===== src/rtl/viterbi_traceback.sv =====
// Survivor memory and traceback for a K=3 (4-state) Viterbi decoder.
// Stores one frame of ACS decisions, traces back from the final state, then emits bits in time order.
module viterbi_traceback #(
    parameter int FRAME_LEN = 8,
    parameter int CNT_W     = $clog2(FRAME_LEN)
) (
    input  logic       clk,
    input  logic       rst,
    input  logic       dec_valid_i,
    input  logic [3:0] dec_sel_i,
    input  logic [1:0] end_state_i,
    output logic       dec_ready_o,
    output logic       bit_o,
    output logic       bit_valid_o,
    output logic       frame_done_o
);

    typedef enum logic [1:0] {
        ST_WRITE,
        ST_TRACE,
        ST_OUTPUT
    } state_t;

    localparam logic [CNT_W-1:0] LAST_IDX = CNT_W'(FRAME_LEN - 1);

    state_t           state_reg, state_next;
    logic [CNT_W-1:0] wcnt_reg;
    logic [CNT_W-1:0] idx_reg;
    logic [CNT_W-1:0] ocnt_reg;
    logic [1:0]       tb_state_reg;

    logic [3:0] surv_mem [FRAME_LEN];
    logic       bit_mem  [FRAME_LEN];

    logic       accept;
    logic       write_last;
    logic [3:0] surv_word;
    logic       surv_bit;

    assign accept     = dec_valid_i && (state_reg == ST_WRITE);
    assign write_last = accept && (wcnt_reg == LAST_IDX);
    // Single-cycle traceback step needs the survivor word in the same cycle.
    assign surv_word  = surv_mem[idx_reg];
    assign surv_bit   = surv_word[tb_state_reg];

    always_ff @(posedge clk or posedge rst) begin
        if (rst) begin
            state_reg <= ST_WRITE;
        end else begin
            state_reg <= state_next;
        end
    end

    always_comb begin
        state_next  = state_reg;
        dec_ready_o = 1'b0;
        case (state_reg)
            ST_WRITE: begin
                dec_ready_o = 1'b1;
                if (write_last) begin
                    state_next = ST_TRACE;
                end
            end
            ST_TRACE: begin
                if (idx_reg == '0) begin
                    state_next = ST_OUTPUT;
                end
            end
            ST_OUTPUT: begin
                if (ocnt_reg == LAST_IDX) begin
                    state_next = ST_WRITE;
                end
            end
            default: begin
                state_next = ST_WRITE;
            end
        endcase
    end

    always_ff @(posedge clk or posedge rst) begin
        if (rst) begin
            wcnt_reg     <= '0;
            idx_reg      <= '0;
            ocnt_reg     <= '0;
            tb_state_reg <= 2'b00;
            bit_o        <= 1'b0;
            bit_valid_o  <= 1'b0;
            frame_done_o <= 1'b0;
        end else begin
            bit_valid_o  <= 1'b0;
            frame_done_o <= 1'b0;
            case (state_reg)
                ST_WRITE: begin
                    if (accept) begin
                        if (write_last) begin
                            wcnt_reg     <= '0;
                            tb_state_reg <= end_state_i;
                            idx_reg      <= LAST_IDX;
                        end else begin
                            wcnt_reg <= wcnt_reg + 1'b1;
                        end
                    end
                end
                ST_TRACE: begin
                    // Predecessor of s is {s[0], sel[s]}.
                    tb_state_reg <= {tb_state_reg[0], surv_bit};
                    if (idx_reg == '0) begin
                        ocnt_reg <= '0;
                    end else begin
                        idx_reg <= idx_reg - 1'b1;
                    end
                end
                ST_OUTPUT: begin
                    bit_o       <= bit_mem[ocnt_reg];
                    bit_valid_o <= 1'b1;
                    if (ocnt_reg == LAST_IDX) begin
                        frame_done_o <= 1'b1;
                        ocnt_reg     <= '0;
                    end else begin
                        ocnt_reg <= ocnt_reg + 1'b1;
                    end
                end
                default: begin
                    ocnt_reg <= '0;
                end
            endcase
        end
    end

    // Storage arrays carry no reset so they map onto distributed RAM.
    always_ff @(posedge clk) begin
        if (accept) begin
            surv_mem[wcnt_reg] <= dec_sel_i;
        end
        if (state_reg == ST_TRACE) begin
            bit_mem[idx_reg] <= tb_state_reg[1];
        end
    end

endmodule


===== config.mk =====
export PLATFORM = sky130hd
export DESIGN_NAME = viterbi_traceback
export DESIGN_NICKNAME = d
export VERILOG_FILES = /design/src/rtl/viterbi_traceback.sv
export SDC_FILE = /design/constraint.sdc
export NUM_CORES = 1
export LEC_CHECK = 0
export CORE_MARGIN = 3
export CORE_UTILIZATION = 45
export CTS_CLUSTER_DIAMETER = 200
export DETAILED_ROUTE_END_ITERATION = 7
export GPL_ROUTABILITY_DRIVEN = 0
export PLACE_DENSITY = 0.63
export SLEW_MARGIN = 20
export SYNTH_ARGS = -nofsm -noshare
export SYNTH_HDL_FRONTEND = slang
export SYNTH_SLANG_ARGS = --single-unit

===== constraint.sdc =====
create_clock -name clk -period 4.4 [get_ports clk]
set_clock_uncertainty 0.1 [all_clocks]
set_input_delay 0.88 -clock clk [delete_from_list [all_inputs] [get_ports clk]]
set_output_delay 0.88 -clock clk [all_outputs]
set_load 0.05 [all_outputs]

==> impl_metrics.env <==
export IMPL_yosys_top_cells_area="edfxtp_1 49%, dfrtp_1 16%, mux2i_1 4.9%, mux4_2 4.5%, ha_1 3.0%"
export IMPL_totalPowerFinal_mw=1.55
export IMPL_fp_coreArea_um2=5200
export IMPL_end_kind="output pin"
export IMPL_drv_slew=0
export IMPL_synthCells=181
export IMPL_worstPathMaxFanout=16
export IMPL_synth_xor_area_share_pct=0.354
export IMPL_ios=13
export IMPL_cts_buffers=5
export IMPL_num_rows=26
export IMPL_peakVddDrop_mv=0.256
export IMPL_grt_pass1_vias=1558
export IMPL_fill_cells=469
export IMPL_cts_path_max_buffers=2
export IMPL_worstSetupPathType="flop to output pin"
export IMPL_placed_area_um2=2650
export IMPL_finalHoldViolations=0
export IMPL_hold_ws_ns=0.394
export IMPL_r2r_slack_ns=2.05
export IMPL_setup_violations=0
export IMPL_stdcell_count=264
export IMPL_synthAdderAreaFrac_pct=3.03
export IMPL_tightest_slew_ns=0.731
export IMPL_cpPeakStageDelay_ns=0.85
export IMPL_hold_buffers=0
export IMPL_firstDrtPassIters=7
export IMPL_dp_cells=256
export IMPL_ys_types=35
export IMPL_drt_iter0_drc=79
export IMPL_fin_ws_ns=1.41
export IMPL_max_freq_mhz=335
export IMPL_largest_register="surv_mem"
export IMPL_grt_max_degree=19
export IMPL_post_cts_resized=0
export IMPL_post_route_util_pct=52.7
export IMPL_ys_flop_type="edfxtp_1"
export IMPL_cts_sinks=56
export IMPL_postSynthNetCount=196
export IMPL_die_w_um=80.2
export IMPL_largest_reg_flops=32
export IMPL_wire_per_inst_um=17.3
export IMPL_cp_required_ns=3.42
export IMPL_drc=0
export IMPL_dieArea_um2=6430
export IMPL_min_period_ns=2.99
export IMPL_num_antenna_cells=0
export IMPL_synth_simple_area_share_pct=12.3
export IMPL_avgSynthCellArea_um2=13.7
export IMPL_worstSkewPairLatency_ns=0.31
export IMPL_reg_top3="surv_mem x32, bit_mem x8"
export IMPL_drv_cap=0
export IMPL_yosysTopAreaCellShare_pct=48.5
export IMPL_overflow=0
export IMPL_regArea_um2=1600
export IMPL_critPathLaunchType="flop"
export IMPL_grtUsageTotal_pct=15.7
export IMPL_place_ws_ns=1.59
export IMPL_synth_edf_count=40
export IMPL_fin_tns_setup_ns=0
export IMPL_synth_warnings=0
export IMPL_final_cell_area_um2=2740
export IMPL_multi_input_area_um2=820
export IMPL_htree_levels=2
export IMPL_synth_seq_cells=56
export IMPL_slowest_stage="clkdlybuf4s50_1"
export IMPL_grt_pass1_wl_mm=7.54
export IMPL_crit_chain="nor2_1, clkdlybuf4s50_1"
export IMPL_die_height_um=80.2
export IMPL_cts_tree="done"
export IMPL_synth_compound_area_share_pct=6.06
export IMPL_dp_hpwl_mm=3.34
export IMPL_slew_headroom_pct=50.8
export IMPL_rsz0062_at_grt="false"
export IMPL_syn_area_um2=2480
export IMPL_via_per_inst=5.48
export IMPL_drive_gt1_share_pct=7.73
export IMPL_synth_top_family_by_area="simple AND/OR/NAND/NOR gates"
export IMPL_status="finished, final reports clean"
export IMPL_synthMuxAreaShare_pct=11.4
export IMPL_area_delta_synth_final_pct=10.8
export IMPL_power_leakage_nw=1.01
export IMPL_wirelength_mm=4.57
export IMPL_grt_antenna_before_repair=0
export IMPL_hold_class="flop to flop"
export IMPL_period_share_pct=67.9
export IMPL_vias=1446
export IMPL_layout_nets=208
export IMPL_p_per_area_nw_per_um2=565
export IMPL_numPortBuffers=12
export IMPL_drtAntennaViolNets=0
export IMPL_cts_root_buffer="clkbuf_8"
export IMPL_post_cts_buffers=0
export IMPL_synth_area_leader_cell="edfxtp_1"
export IMPL_synth_async_reset_ratio_pct=28.6
export IMPL_ys_seq_area_share_pct=64.7
export IMPL_cp_arrival_ns=2.01
export IMPL_clk_pin_slew_ns=0.10
export IMPL_initial_core_util_pct=47.6
## cell families after synthesis
| family | count (synthesis) |
|---|---|
| AOI/OAI and AO/OA | 24 |
| and+or+nand+nor | 61 |
| DFF | 56 |
| muxes | 20 |
| xor gates and xnor gates | 1 |
| buffers and inverters | 13 |
| adders and majority gates | 6 |
## final cells by class
cell class | count | area share [%]
flip-flops and latches | 56 | 58.4
multi-input cells | 112 | 29.9
repair buffers | 12 | 4.38
well taps | 70 | 3.19
clock buffers | 5 | 2.51
clock inverters | 3 | 0.821
inverters | 6 | 0.821
## worst max-delay path, delay by kind of cell (launching register included)
family | cells | cell delay, ns
buffers and inverters | 1 | 0.85
DFF | 1 | 0.58
and+or+nand+nor | 1 | 0.27
## report_power, final
group	total [mW]	internal, mW	switching, mW
Sequential	0.821	0.669	0.152
Combinational	0.448	0.209	0.239
Clock	0.282	0.114	0.168
Total	1.55	0.992	0.558
## worst paths after layout
kind,start,to,depth (start not counted)
worst max-delay path,state_reg[1]$_DFFE_PP0P_,dec_ready_o,2
worst min-delay path,bit_o$_DFFE_PP0P_,bit_o$_DFFE_PP0P_,2
min in group asynchronous,rst,wcnt_reg[2]$_DFFE_PP0P_,2
worst max register to register,idx_reg[1]$_DFFE_PP0P_,idx_reg[2]$_DFFE_PP0P_,6
worst min register to register,bit_o$_DFFE_PP0P_,bit_o$_DFFE_PP0P_,2
max in group asynchronous,rst,ocnt_reg[2]$_DFFE_PP0P_,2
## per-layer routing
| metal | part of all wire (%) | vias to the layer above | global-route usage [%] | routed length, um |
|---|---|---|---|---|
| li1 | - | 702 | - | - |
| met3 | 2.5 | 4 | 2.69 | 113 |
| met5 | 0 | - | 0 | 0 |
| met2 | 54 | 26 | 29.0 | 2490 |
| met1 | 42 | 714 | 18.5 | 1930 |
| met4 | 0.83 | 0 | 4.56 | 38 |
## cells in the final DEF, fill, tap and decap left out, drive strengths merged, types with 5 or more instances in the layout
| master | count |
|---|---|
| nand2 | 14 |
| nor2 | 14 |
| inv | 7 |
| mux4 | 6 |
| edfxtp | 40 |
| nor3 | 9 |
| o21ai | 9 |
| mux2i | 12 |
| nand2b | 6 |
| clkbuf | 5 |
| ha | 6 |
| dfrtp | 16 |
| clkdlybuf4s50 | 12 |
## Yosys cell counts, types with 2 or more instances
| master | n |
|---|---|
| dfrtp_1 | 16 |
| mux2i_1 | 12 |
| edfxtp_1 | 40 |
| nand4_1 | 2 |
| mux2_2 | 2 |
| clkbuf_1 | 4 |
| inv_1 | 6 |
| and2_1 | 2 |
| a31oi_1 | 2 |
| nor4_1 | 3 |
| o21ai_1 | 3 |
| o21ai_0 | 6 |
| ha_1 | 6 |
| nor3b_1 | 3 |
| a21oi_1 | 4 |
| mux4_2 | 5 |
| nor2b_1 | 4 |
| buf_2 | 2 |
| nand3_1 | 2 |
| a22oi_1 | 3 |
| nor3_1 | 9 |
| nand2b_1 | 6 |
| nand2_1 | 14 |
| nor2_1 | 14 |
(Power assumes the default switching activity.)
